==> config.mk <==
export PLATFORM = sky130hd
export DESIGN_NAME = mul_arbiter_seq
export DESIGN_NICKNAME = d
export VERILOG_FILES = /design/src/rtl/mul_ctrl_pkg.sv /design/src/rtl/mul_rr_arb2.sv /design/src/rtl/mul_arbiter_seq.sv
export SDC_FILE = /design/constraint.sdc
export NUM_CORES = 1
export LEC_CHECK = 0
export BUFFER_PORTS_ARGS = -buffer_cell sky130_fd_sc_hd__buf_2
export CAP_MARGIN = 5
export CORE_AREA = 2 2 128 130
export DETAILED_ROUTE_END_ITERATION = 6
export DIE_AREA = 0 0 130 132
export MAX_ROUTING_LAYER = met4
export PLACE_DENSITY_LB_ADDON = 0.12
export SETUP_SLACK_MARGIN = 0.5
export SYNTH_ARGS = -nofsm -noshare
export SYNTH_HDL_FRONTEND = slang
export SYNTH_SLANG_ARGS = --single-unit
==> constraint.sdc <==
create_clock -name clock -period 1.8 [get_ports clock]
set_clock_uncertainty 0.2 [all_clocks]
set_input_delay 0.54 -clock clock [delete_from_list [all_inputs] [get_ports clock]]
set_output_delay 0.54 -clock clock [all_outputs]
set_load 0.05 [all_outputs]
==> src/rtl/mul_ctrl_pkg.sv <==
// Shared state encoding, requester IDs and counter sizing for the multiplier
// sequencer and its round-robin arbiter.
package mul_ctrl_pkg;

  typedef enum logic [1:0] {
    ST_IDLE   = 2'd0,
    ST_SETTLE = 2'd1,
    ST_DONE   = 2'd2
  } state_t;

  localparam logic REQ_ID_MAIN = 1'b0;
  localparam logic REQ_ID_AUX  = 1'b1;

  localparam int CNT_W = 4;

  // The counter counts down to zero, so a settle of N cycles loads N-1.
  function automatic logic [CNT_W-1:0] settleLoad(input int waitCycles);
    return CNT_W'(waitCycles - 1);
  endfunction

endpackage

==> src/rtl/mul_rr_arb2.sv <==
// Two-port round-robin grant logic; purely combinational, one-hot output.
module mul_rr_arb2
  import mul_ctrl_pkg::*;
(
  input  logic [1:0] i_valid,
  input  logic       i_last_grant,
  input  logic       i_enable,
  output logic [1:0] o_grant
);

  always_comb begin
    o_grant = 2'b00;
    if (i_enable) begin
      if (&i_valid) begin
        // On a tie, serve whichever port was not served last.
        if (i_last_grant == REQ_ID_AUX) begin
          o_grant = 2'b01;
        end else begin
          o_grant = 2'b10;
        end
      end else begin
        o_grant = i_valid;
      end
    end
  end

endmodule

==> src/rtl/mul_arbiter_seq.sv <==
// Arbitrates two requesters onto the shared multiplier, waits for it to settle
// and returns the 64-bit product through a tagged valid/ready response port.
module mul_arbiter_seq
  import mul_ctrl_pkg::*;
#(
  parameter int WAIT_CYCLES = 2
) (
  input  logic        clock,
  input  logic        clear,
  input  logic        req0_valid,
  output logic        req0_ready,
  input  logic [31:0] req0_x,
  input  logic [31:0] req0_y,
  input  logic        req1_valid,
  output logic        req1_ready,
  input  logic [31:0] req1_x,
  input  logic [31:0] req1_y,
  output logic [31:0] mul_x,
  output logic [31:0] mul_y,
  input  logic [63:0] mul_product,
  output logic        rsp_valid,
  input  logic        rsp_ready,
  output logic        rsp_id,
  output logic [31:0] rsp_hi,
  output logic [31:0] rsp_lo,
  output logic        busy
);

  if (WAIT_CYCLES < 1 || WAIT_CYCLES > 15) begin : gBadWait
    $error("mul_arbiter_seq: WAIT_CYCLES must be within 1..15");
  end

  state_t           r_state;
  state_t           w_next_state;
  logic [CNT_W-1:0] r_cnt;
  logic             r_last_grant;
  logic [31:0]      r_mul_x;
  logic [31:0]      r_mul_y;
  logic [31:0]      r_rsp_hi;
  logic [31:0]      r_rsp_lo;
  logic             r_rsp_id;
  logic [1:0]       w_grant;
  logic             w_accept;
  logic             w_accept_id;

  mul_rr_arb2 u_arb (
    .i_valid      ({req1_valid, req0_valid}),
    .i_last_grant (r_last_grant),
    .i_enable     (r_state == ST_IDLE),
    .o_grant      (w_grant)
  );

  assign w_accept    = |w_grant;
  assign w_accept_id = w_grant[1] ? REQ_ID_AUX : REQ_ID_MAIN;

  assign req0_ready = w_grant[0];
  assign req1_ready = w_grant[1];
  assign mul_x      = r_mul_x;
  assign mul_y      = r_mul_y;
  assign rsp_hi     = r_rsp_hi;
  assign rsp_lo     = r_rsp_lo;
  assign rsp_id     = r_rsp_id;
  assign rsp_valid  = (r_state == ST_DONE);
  assign busy       = (r_state != ST_IDLE);

  always_comb begin
    w_next_state = r_state;
    case (r_state)
      ST_IDLE:   if (w_accept) w_next_state = ST_SETTLE;
      ST_SETTLE: if (r_cnt == '0) w_next_state = ST_DONE;
      ST_DONE:   if (rsp_ready) w_next_state = ST_IDLE;
      default:   w_next_state = ST_IDLE;
    endcase
  end

  // clear wins over any handshake in the same cycle and abandons the operation.
  always_ff @(posedge clock) begin
    if (clear) begin
      r_state      <= ST_IDLE;
      r_cnt        <= '0;
      r_last_grant <= REQ_ID_AUX;
      r_mul_x      <= '0;
      r_mul_y      <= '0;
      r_rsp_hi     <= '0;
      r_rsp_lo     <= '0;
      r_rsp_id     <= REQ_ID_MAIN;
    end else begin
      r_state <= w_next_state;
      if (w_accept) begin
        r_mul_x      <= w_grant[1] ? req1_x : req0_x;
        r_mul_y      <= w_grant[1] ? req1_y : req0_y;
        r_rsp_id     <= w_accept_id;
        r_last_grant <= w_accept_id;
        r_cnt        <= settleLoad(WAIT_CYCLES);
      end
      if (r_state == ST_SETTLE) begin
        if (r_cnt != '0) begin
          r_cnt <= r_cnt - CNT_W'(1);
        end else begin
          r_rsp_hi <= mul_product[63:32];
          r_rsp_lo <= mul_product[31:0];
        end
      end
    end
  end

endmodule

# ---- Yosys cells after proc, flatten, opt, wreduce, memory -nomap -nowiden
# Index checks and enable logic that the tools add are counted.
dict set report totals {
  register_bits 136
  inputBits 197
  out_inout_bits 133
  elab_cells 36
}
dict set report op_classes {
  add_sub_neg 1
  n_eq_ne 5
  muxes 13
  bitwise 1
  reduce_logical 8
}
# op n
set op_table {}
lappend op_table {{two-way mux 32 bit} 2}
lappend op_table {{two-way mux 2 bit} 6}
lappend op_table {{two-way mux 4 bit} 3}
lappend op_table {{case mux 2 bit (3 select lines)} 1}
lappend op_table {{logical NOT 4 bit} 1}
lappend op_table {{!= test 2 bit (second input constant)} 2}
lappend op_table {{AND reduction 2 bit} 2}
lappend op_table {{nonzero test 4 bit} 1}
lappend op_table {{subtractor 4 x 1 -> 4 bit (second input constant)} 1}
lappend op_table {{AND reduction 3 bit} 1}
lappend op_table {{== test 2 x 1 -> 1 bit (second input constant)} 1}
lappend op_table {{== test 2 bit (second input constant)} 1}
lappend op_table {{logical NOT 2 bit} 1}
lappend op_table {{!= test 2 x 1 -> 1 bit (second input constant)} 1}
lappend op_table {{nonzero test 2 bit} 1}
lappend op_table {{OR reduction 2 bit} 1}
lappend op_table {{two-way mux 1 bit} 1}
lappend op_table {{NOT 1 bit} 1}

# ---- Longest topological paths before layout
# Gate-level depths: netlist (run 1).
dict set report logic_depth {
  depth_word 7
  depth_mapped 7
  depth_no_buf 5
}

# ---- By module
# A second synthesis (run 1) with hierarchy kept.
dict set report unflattened {
  hier_cells 604
  area_unflattened_um2 6316.1
}
# mod n_inst cells_per_inst area_per_inst_um2 seq_area_each_um2
set by_module_without_submodules {}
lappend by_module_without_submodules {mul_arbiter_seq 1 599 6294.8 2722.6}
lappend by_module_without_submodules {mul_rr_arb2 1 5 21.3 0.0}

# ---- Worst setup path before layout (run 1)
# OpenSTA, ideal clock, no wires.
dict set report synth_path {
  path_type {input to output}
  start {in req0_valid}
  end {out req0_ready}
  arrival_time_ns 1.362
  required_time_ns 1.060
  path_slack_ns -0.302
  stages 3
  n_path_buf 1
  path_cell_list {nor3b_2 -> buf_2 -> and2_1}
}
dict set report synth_via {
  elab_chain_cells 3
}
# item line_no
set synth_rtl {}
lappend synth_rtl {{from (decl)} mul_arbiter_seq.sv:10} ;# input logic req0_valid,
lappend synth_rtl {{AND reduction 2 bit} mul_rr_arb2.sv:14} ;# if (&i_valid) begin
lappend synth_rtl {{two-way mux 2 bit (*)} mul_rr_arb2.sv:14}
lappend synth_rtl {{two-way mux 2 bit (*)} mul_rr_arb2.sv:13} ;# if (i_enable) begin
lappend synth_rtl {{to (decl)} mul_arbiter_seq.sv:11} ;# output logic req0_ready,
# Every way passes the cells marked *; elsewhere a longest branch is shown, timed or not.

# ---- Worst setup path in the final report (run 1)
dict set report layout_path {
  start {reg r_state[0]}
  end {out req1_ready}
}
dict set report layout_via {
  elab_chain_cells 2
}
# item line_no
set layout_rtl {}
lappend layout_rtl {{from (decl)} mul_arbiter_seq.sv:33} ;# state_t r_state;
lappend layout_rtl {{from (signal assigned)} mul_arbiter_seq.sv:88} ;# r_state <= w_next_state;
lappend layout_rtl {{logical NOT 2 bit} mul_arbiter_seq.sv:49} ;# .i_enable (r_state == ST_IDLE),
lappend layout_rtl {{two-way mux 2 bit} mul_rr_arb2.sv:13}
lappend layout_rtl {{to (decl)} mul_arbiter_seq.sv:15} ;# output logic req1_ready,
# No other way between the ends.

==> metrics.yaml, run 1 <==
status:
  outcome: "finished with violations"
  failed_checks: "setup timing"
cts:
  cts-buffers-inserted: 17
  cts.sinks: 136
  root_buffer: "clkbuf_16"
  cts_hold_buf: 0
  cts_max_level: 4
  cts_tree: "done"
  clkSlewWorstSetupHoldPaths_ns: 0.07
  clock_latency_ns: 0.41
  clockBufferDepth: 2
final_layout:
  utilization_pct: 80.02
  area_growth_pct: 119.4
  fillerInstances: 943
  final_cell_mix: "195 x buf_2, 144 x nand3_2, 136 x buf_8, 130 x dfxtp_2, 81 x o21ai_1"
  nNetsFinal: 1277
  drive_gt1_share_pct: 81.21
  final_common_cell: "buf_2"
sta:
  hold_ws_ns: 0.1668
  max_clock_freq_ghz: 0.4806
  finalHoldViolCount: 0
  rsz0062_at_grt: "true"
  fin_ws_ns: -0.2807
  maxSlewViolCount: 0
  setup_violations: 4
  post-route-period-util_pct: 115.6
  tightest_slew_ns: 0.5087
  slew_headroom_pct: 66.09
  min_period_ns: 2.081
synthesis:
  synth.distinct_cells: 31
  synth-main-ff-cell: "dfxtp_1"
  async_reset_ff_share_pct: 0
  synth_nets: 909
  synth-seq-area-share_pct: 47.50
  syn_avg_cell_area_sq_um: 8.062
  ys_ff_latch: 136
  yosysWarnings: 0
  synth_edf_count: 0
  synth_cells: 711
  synth_area_sq_um: 5732
floorplan:
  core_area_sq_um: 15710
  fp.dieW_microns: 130
  initial_core_util_pct: 36.48
  dieHeight_microns: 132
  dieArea_sq_um: 17160
  rows: 46
  io_pins: 330
routing:
  drt.antenna.violating_nets: 0
  route.detailed.drc: 0
  vias_per_cell: 5.769
  routed_wl_microns: 28860
  drtIter0Drc: 403
  vias: 7575
  first_pass_iters: 5
  wl_per_cell_microns: 21.98
global_route:
  grt_pass1_wl_microns: 35400
  antenna_found_initial: 6
  grt-ovfl-total: 0
  grt_max_degree: 56
  first_global_vias: 6959
  track_usage_pct: 26.55
power_and_ir_drop:
  p_leak_nw: 4.758
  power_mw: 13.19
  power_density_nw_per_um2: 1049
  peakVddDrop_v: 0.0007313
placed_design:
  port_buffers: 329
  routabilityCongestion: 0.8569
  place_ws_ns: -0.2820
  dp_hpwl_microns: 14230
setup_path:
  start_kind: "flop"
  crit_fanout: 4
  required_ns: 1.06
  cp-end-kind: "primary output"
  worstPathArrival_ns: 1.34
  path_class: "reg2out"
worst_hold_path:
  hp-class: "in2reg"
job:
  maxCapViolCount: 0
-- flip-flops by register name (all words and copies together) (netlist names) --
signal and count:
mul_x 32, mul_y 32, r_cnt 4, r_last_grant 1
r_state 2, rsp_hi 32, rsp_id 1, rsp_lo 32
-- per-layer routing --
metal / GRT usage [%] / vias up / routed length (microns)
met5: - / - / 0
met4: 9.200 / 0 / 1250
met3: 6.615 / 96 / 2282
met2: 45.06 / 417 / 14920
met1: 30.24 / 3661 / 10410
li1: - / 3401 / -
-- what timing repair did --
item,4_1_cts,5_1_grt
endpoints found under the hold margin,0,0
resized for setup,394,285
endpoints found under the setup margin,269,269
gates cloned,3,25
setup buffers,8,31
pin swaps,22,198
-- worst paths after layout --
path | startpoint | depth (start not counted) | endpoint | slack [ns]
setup / recovery | r_state[0] | 3 | req1_ready | -0.28
hold / removal | req0_y[13] | 3 | mul_y[13] | 0.17
setup reg to reg | r_state[1] | 7 | rsp_lo[22] | 0.01
hold reg to reg | rsp_lo[24] | 2 | rsp_lo[24] | 0.27
-- synth_stat cells, types with 3 or more instances --
cell | n | area [sq um]
dfxtp_1 | 136 | 2723
a21oi_1 | 67 | 335.3
clkbuf_1 | 40 | 150.1
nor3_1 | 4 | 20.02
or3_1 | 3 | 18.77
inv_1 | 3 | 11.26
a31oi_1 | 66 | 412.9
nor2b_1 | 3 | 18.77
buf_4 | 10 | 75.07
o21ai_1 | 65 | 325.3
o21ai_0 | 63 | 315.3
nand3_1 | 192 | 960.9
buf_2 | 35 | 175.2
-- area by class of cell --
cell class / count / area [sq um] / share of cell area, %
Clock inverter: 11 / 171.4 / 1.363
Clock buffer: 20 / 456.7 / 3.632
Inverter: 3 / 15.01 / 0.1194
Tap cell: 216 / 270.3 / 2.149
Multi-Input combinational cell: 486 / 4189 / 33.32
Timing Repair Buffer: 435 / 4556 / 36.23
Antenna cell: 6 / 15.01 / 0.1194
Sequential cell: 136 / 2900 / 23.07
-- logic make-up (layout without fill, tap and decap cells) --
group | after synthesis | count (layout) | share of synthesized area [%]
AO/OA/AOI/OAI | 267 | 267 | 25.23
adder cells (fa/ha/maj) | 1 | 1 | 0.2183
buffers and inverters | 89 | 469 | 7.247
flip-flops | 136 | 136 | 47.50
other | 0 | 6 | 0
AND/OR/NAND/NOR | 218 | 218 | 19.80
-- worst max-delay path: stages (launching register included) --
cell	delay (ns)
dfxtp_4	0.37
a211oi_4	0.22
and2_4	0.20
buf_8	0.14
-- metrics by stage --
stage	setup TNS, ns	area, sq um	cells
floorplan	-0.04905	6670	711
finish	-0.9805	12570	1313
global placement	-6.003	8502	1209
CTS	-1.029	10570	1251
global route	-1.561	12570	1313
detailed placement	-7.006	8502	1209
-- power breakdown --
part           internal, mW  leakage (nW)  total, mW  switching (mW)
sequential             3.43          1.17       3.76           0.330
clock                  2.39         0.299       3.79            1.40
combinational          2.48          3.29       5.64            3.17
total                  8.29          4.76       13.2            4.89
(Power assumes the default switching activity.)
==> inputs of run 2 (changes only) <==
==> constraint.sdc (replaced) <==
create_clock -name clock -period 1.8 [get_ports clock]
set_clock_uncertainty 0.2 [all_clocks]
set_input_delay 0.09 -clock clock [delete_from_list [all_inputs] [get_ports clock]]
set_output_delay 0.09 -clock clock [all_outputs]
set_load 0.05 [all_outputs]
==> metrics.yaml, run 2 (synthesis gave the netlist of run 1 again) <==
cts:
  clockBufferDepth: 2  # unchanged
  cts_tree: "done"
  clock_latency_ns: 0.41  # about the same
  cts-buffers-inserted: 17  # unchanged
  cts.sinks: 136  # unchanged
  root_buffer: "clkbuf_16"
  cts_max_level: 4  # unchanged
  clkSlewWorstSetupHoldPaths_ns: 0.06  # about the same
  cts_hold_buf: 193  # +193
sta:
  fin_ws_ns: -0.05707  # +0.2236 ns
  min_period_ns: 1.857  # -0.2236 ns
  setup_violations: 2  # -2
  maxSlewViolCount: 0  # unchanged
  hold_ws_ns: -0.07136  # -0.2381 ns
  post-route-period-util_pct: 103.2  # -12 points
  slew_headroom_pct: 68.31  # +2.2 points
  tightest_slew_ns: 0.4753  # -0.03335 ns
  finalHoldViolCount: 30  # +30
  rsz0062_at_grt: "true"
  max_clock_freq_ghz: 0.5385  # +12%
routing:
  routed_wl_microns: 30600  # +6.0%
  drt.antenna.violating_nets: 0  # unchanged
  vias_per_cell: 5.624  # -2.5%
  route.detailed.drc: 0  # unchanged
  vias: 8346  # +10%
  drtIter0Drc: 679  # +68%
  first_pass_iters: 5  # unchanged
  wl_per_cell_microns: 20.62  # -6.2%
floorplan:
  io_pins: 330  # unchanged
  rows: 46  # unchanged
  core_area_sq_um: 15710  # unchanged
  initial_core_util_pct: 36.48  # unchanged
  dieArea_sq_um: 17160  # unchanged
  dieHeight_microns: 132  # unchanged
  fp.dieW_microns: 130  # unchanged
placed_design:
  dp_hpwl_microns: 13880  # -2.4%
  dp_cells: 1198  # -0.91%
  port_buffers: 329  # unchanged
  routabilityCongestion: 0.8231  # -3.9%
  place_ws_ns: 0.1094  # +0.3914 ns
final_layout:
  drive_gt1_share_pct: 50.12  # -31 points
  fin_cells: 1484  # +13%
  final_common_cell: "buf_2"
  fillerInstances: 916  # -2.9%
  nNetsFinal: 1449  # +13%
  final_cell_mix: "254 x buf_2, 193 x dlygate4sd3_1, 129 x dfxtp_1, 123 x nand3_2, 85 x o21ai_1"
  area_growth_pct: 121.3
  utilization_pct: 80.73  # +0.71 points
power_and_ir_drop:
  seq_power_share_pct: 28.2  # -0.3 points
  swShare_pct: 37.14  # +0.040 points
  power_density_nw_per_um2: 1001  # -4.6%
  power.share.clock_pct: 28.1  # -0.6 points
  combPwrFrac_pct: 43.8  # +1.0 points
  p_int_mw: 7.980  # -3.8%
  p_switching_mw: 4.715  # -3.6%
  peakVddDrop_v: 0.0007801  # +6.7%
  p_leak_nw: 5.174  # +8.8%
setup_path:
  cp-end-kind: "flop"
  path_class: "reg2reg"
  worstPathArrival_ns: 1.93  # +0.59 ns
  required_ns: 1.87  # +0.81 ns
  crit_fanout: 12  # +8
  start_kind: "flop"
worst_hold_path:
  hp-class: "in2reg"
job:
  maxCapViolCount: 0  # unchanged
global_route:
  track_usage_pct: 31.28  # +4.7 points
  first_global_vias: 8043  # +16%
  grt_max_degree: 53  # -5.4%
  antenna_found_initial: 4  # -2
  grt_pass1_wl_microns: 41440  # +17%
  grt-ovfl-total: 0  # unchanged
status:
  failed_checks: "hold timing, setup timing"
  outcome: "finished with violations"
## run 2: cell types whose count changed in the layout (fill, tap and decap cells not counted), sizes merged
cell / before / now
diode: 6 / 5
dlygate4sd3: 0 / 193
bufbuf: 0 / 4
buf: 418 / 399
inv: 3 / 4
bufinv: 4 / 2
clkbuf: 37 / 32
## run 2: worst paths after layout
kind	endpoint	start	cells after the start	slack (ns)
hold reg to reg	rsp_hi[23]	rsp_hi[23]	2	0.27
hold / removal	rsp_lo[3]	clear	2	-0.07
setup / recovery	mul_y[4]	r_state[1]	5	-0.06
setup reg to reg	mul_y[4]	r_state[1]	5	-0.06
## run 2: layer usage
| layer | global-route usage, % | share of wire (%) | vias up |
|---|---|---|---|
| li1 | - | - | 3733 |
| met1 | 34.98 | 35 | 3870 |
| met4 | 17.92 | 5.9 | 0 |
| met3 | 6.575 | 8.6 | 157 |
| met2 | 51.22 | 50 | 586 |
| met5 | - | 0 | - |
## run 2: what timing repair did
item                                   in CTS  in global routing
endpoints found under the hold margin     134                 24
gates resized for setup                    79                286
setup endpoints to repair                 250                268
pin swaps                                  28                114
cloned                                     17                  9
buffers inserted                           22                  9
## run 2: layout make-up
cell class | count | area, sq um | area share, %
diodes | 5 | 12.51 | 0.09864
clock inverters | 10 | 118.9 | 0.9371
repair buffers | 607 | 5459 | 43.04
well taps | 216 | 270.3 | 2.131
clock buffers | 21 | 480.5 | 3.788
inverters | 3 | 13.76 | 0.1085
flip-flops and latches | 136 | 2739 | 21.59
multi-input cells | 486 | 3591 | 28.31
## run 2: stage by stage
step                      hold slack, ns  area (sq um)  total power [mW]  setup TNS (ns)
after floorplan                  0.03770          6140             6.089               0
after global placement            0.1431          7974             6.994               0
after detailed placement          0.1492          7974             7.007               0
after CTS                       -0.08567         11490             11.83               0
after global routing            -0.06528         12680             13.09         -0.1257
final                           -0.07136         12680             12.70        -0.05765
## run 2: power groups by stage
stage               combinational (mW)  clock, mW  sequential [mW]
global route                      5.76       3.73             3.60
detailed placement                3.42          0             3.59
floorplan                         1.41          0             4.68
CTS                               4.73       3.57             3.53
finish                            5.56       3.56             3.58
global placement                  3.41          0             3.58
## run 2: critical path, stage by stage (launching register included)
cell and delay (ns):
dfxtp_4 0.37, or2_4 0.29, buf_12 0.16, buf_16 0.16, o21ai_0 0.35, a31oi_1 0.18
==> inputs of run 3 (changes only) <==
- ABC_AREA: not set -> 1
- CAP_MARGIN: 5 -> 25
- CORE_AREA: 2 2 128 130 -> 2 2 126 128
- DIE_AREA: 0 0 130 132 -> 0 0 128 130
==> metrics.yaml, run 3 <==
setup_path:
  crit_end: "mul_x[28]"
  reg2regPathDepth: 9  # +4
  crit_fanout: 9  # -3
  r2r-end: "mul_x[28]"
  reg2reg_slack_ns: 0.11  # +0.16 ns
  cp-end-kind: "flop"
  required_ns: 1.96  # +0.09 ns
  worstPathArrival_ns: 1.85  # -0.08 ns
  timing.rr.start: "r_state[0]"
  start_kind: "flop"
  path_class: "reg2reg"
  setup.worst_path.start: "r_state[0]"
routing:
  drt.antenna.violating_nets: 0  # unchanged
  wl_per_cell_microns: 18.20  # -12%
  routed_wl_microns: 28710  # -6.2%
  vias: 8459  # +1.4%
  first_pass_iters: 4  # -1
  drtIter0Drc: 488  # -28%
  route.detailed.drc: 0  # unchanged
  vias_per_cell: 5.361  # -4.7%
synthesis:
  synth_area_sq_um: 6028  # +5.2%
  synth.most_common_cell: "nand2_1"
  yosysTopAreaCellShare_pct: 45.16  # -2.3 points
  synth_nets: 1041  # +15%
  synth.distinct_cells: 20  # -35%
  yosys-top-cells-count: "146 x nand2_1, 136 x dfxtp_1, 134 x nor2_1, 128 x nand4_1, 74 x inv_1"
  synth_cells: 843  # +19%
  yosysWarnings: 0  # unchanged
  ys_ff_latch: 136  # unchanged
  async_reset_ff_share_pct: 0  # unchanged
  synth-seq-area-share_pct: 45.16  # -2.3 points
  synth-main-ff-cell: "dfxtp_1"
  syn_avg_cell_area_sq_um: 7.151  # -11%
  ys_top_cells_by_area: "dfxtp_1 45%, nand4_1 13%, nand2_1 9.1%"
  synth_top_area_cell: "dfxtp_1"
  synth_edf_count: 0  # unchanged
power_and_ir_drop:
  peakVddDrop_v: 0.0007150  # -8.3%
  power_density_nw_per_um2: 1088  # +8.7%
  power_mw: 13.15  # +3.6%
  p_leak_nw: 6.116  # +18%
sta:
  hold_ws_ns: 0.09723  # +0.1686 ns
  finalHoldViolCount: 0  # -100%
  fin_tns_setup_ns: 0  # +0.05765 ns
  setup_violations: 0  # -2
  maxSlewViolCount: 0  # unchanged
  post-route-period-util_pct: 94.01  # -9.2 points
  max_clock_freq_ghz: 0.5909  # +9.7%
  min_period_ns: 1.692  # -0.1649 ns
  fin_ws_ns: 0.1078  # +0.1649 ns
  tightest_slew_ns: 0.5827  # +0.1074 ns
  slew_headroom_pct: 61.16  # -7.2 points
  rsz0062_at_grt: "true"
placed_design:
  dp_hpwl_microns: 13200  # -4.9%
  place_ws_ns: 0.2351  # +0.1258 ns
  dp_cells: 1308  # +9.2%
  port_buffers: 329  # unchanged
  routabilityCongestion: 0.8382  # +1.8%
global_route:
  antenna_found_initial: 1  # -3
  grt_max_degree: 61  # +15%
  grt-ovfl-total: 0  # unchanged
  grt_pass1_wl_microns: 39270  # -5.2%
  track_usage_pct: 30.38  # -0.89 points
  first_global_vias: 7871  # -2.1%
floorplan:
  fp.dieW_microns: 128  # -1.5%
  dieArea_sq_um: 16640  # -3.0%
  io_pins: 330  # unchanged
  rows: 46  # unchanged
  dieHeight_microns: 130  # -1.5%
  initial_core_util_pct: 39.08  # +2.6 points
  core_area_sq_um: 15420  # -1.8%
final_layout:
  nNetsFinal: 1572  # +8.5%
  final_common_cell: "buf_2"
  area_growth_pct: 100.6
  drive_gt1_share_pct: 39.42  # -11 points
  final_cell_mix: "196 x buf_2, 194 x dlygate4sd3_1, 132 x nor2_1, 128 x nand4_1, 116 x dfxtp_1"
  fin_cells: 1578  # +6.3%
  fillerInstances: 1036  # +13%
status:
  outcome: "completed"
cts:
  root_buffer: "clkbuf_16"
  cts.sinks: 136  # unchanged
  clockBufferDepth: 2  # unchanged
  cts-buffers-inserted: 17  # unchanged
  cts_tree: "done"
  clock_latency_ns: 0.41  # about the same
  cts_max_level: 4  # unchanged
  clkSlewWorstSetupHoldPaths_ns: 0.06  # about the same
job:
  maxCapViolCount: 0  # unchanged
worst_hold_path:
  hp-class: "in2reg"
[run 3: changes by cell type in the layout (fill, tap and decap cells not counted), sizes merged, moves of 40 or more]
cell and change:
nand4 +127, nor2 +133, o21ai -61, a21oi -62
a31oi -66, inv +72, nand2 +145, nand3 -121
buf -40
[run 3: cell type report]
cell class | instances | area [sq um] | share of cell area (%)
clock buffers | 22 | 464.2 | 3.839
repair buffers | 587 | 5159 | 42.66
clock inverters | 8 | 75.07 | 0.6209
flip-flops and latches | 136 | 2750 | 22.74
multi-input cells | 554 | 3085 | 25.52
inverters | 78 | 315.3 | 2.608
diodes | 1 | 2.502 | 0.02070
well taps | 192 | 240.2 | 1.987
[run 3: through the flow]
step | util [%] | instance area [sq um]
6_report | 78.39 | 12090
5_1_grt | 78.39 | 12090
4_1_cts | 70.43 | 10860
3_5_place_dp | 50.84 | 7843
3_3_place_gp | 50.84 | 7843
2_1_floorplan | - | 6125
[run 3: worst min-delay path by stage]
stage | from | endpoint | slack [ns] | cells past startpoint
after floorplan | clear | r_state[0] | -0.05 | 1
after global placement | mul_product[56] | rsp_hi[24] | 0.12 | 3
after detailed placement | mul_product[52] | rsp_hi[20] | 0.13 | 3
after CTS | req1_valid | mul_y[20] | 0.05 | 6
after global routing | req1_valid | mul_y[21] | 0.13 | 6
final | req1_valid | mul_y[20] | 0.1 | 6
[run 3: worst max-delay path, cell delays in order (launching register included)]
cell       delay [ns]
dfxtp_4          0.35
nor2_4           0.14
buf_6            0.12
buf_12           0.13
buf_4            0.16
clkbuf_16        0.17
nand4_1          0.13
nand3_1          0.11
nand2_1          0.05
inv_1            0.06
[run 3: cells by family after synthesis]
family	share of synthesized area (%)
compound gates	5.957
xor+xnor	0.1453
fa+ha+maj	0.2075
flops	45.16
buf+inv	11.64
simple gates	36.88
[run 3: timing repair]
action | in CTS | in global routing
setup buffers | 16 | 3
hold buffers | 194 | 0
hold endpoints to repair | 133 | 0
pin swaps | 3 | 13
gates cloned | 9 | 17
resized for setup | 43 | 397
setup endpoints to repair | 268 | 269
[run 3: per-layer routing]
layer  share of wire, %  global-route usage (%)  wire length [microns]  vias up
li1                   -                       -                      -     3891
met3                7.9                   7.954                   2278      118
met5                  0                       -                      0        -
met4                4.5                   14.09                   1300        0
met1                 38                   33.88                  10850     3950
met2                 50                   51.21                  14280      500
[run 3: where the power goes]
part	internal [mW]	total (mW)	switching [mW]
Combinational	2.47	6.13	3.66
Clock	1.95	3.23	1.29
Sequential	3.49	3.79	0.306
Total	7.90	13.2	5.25
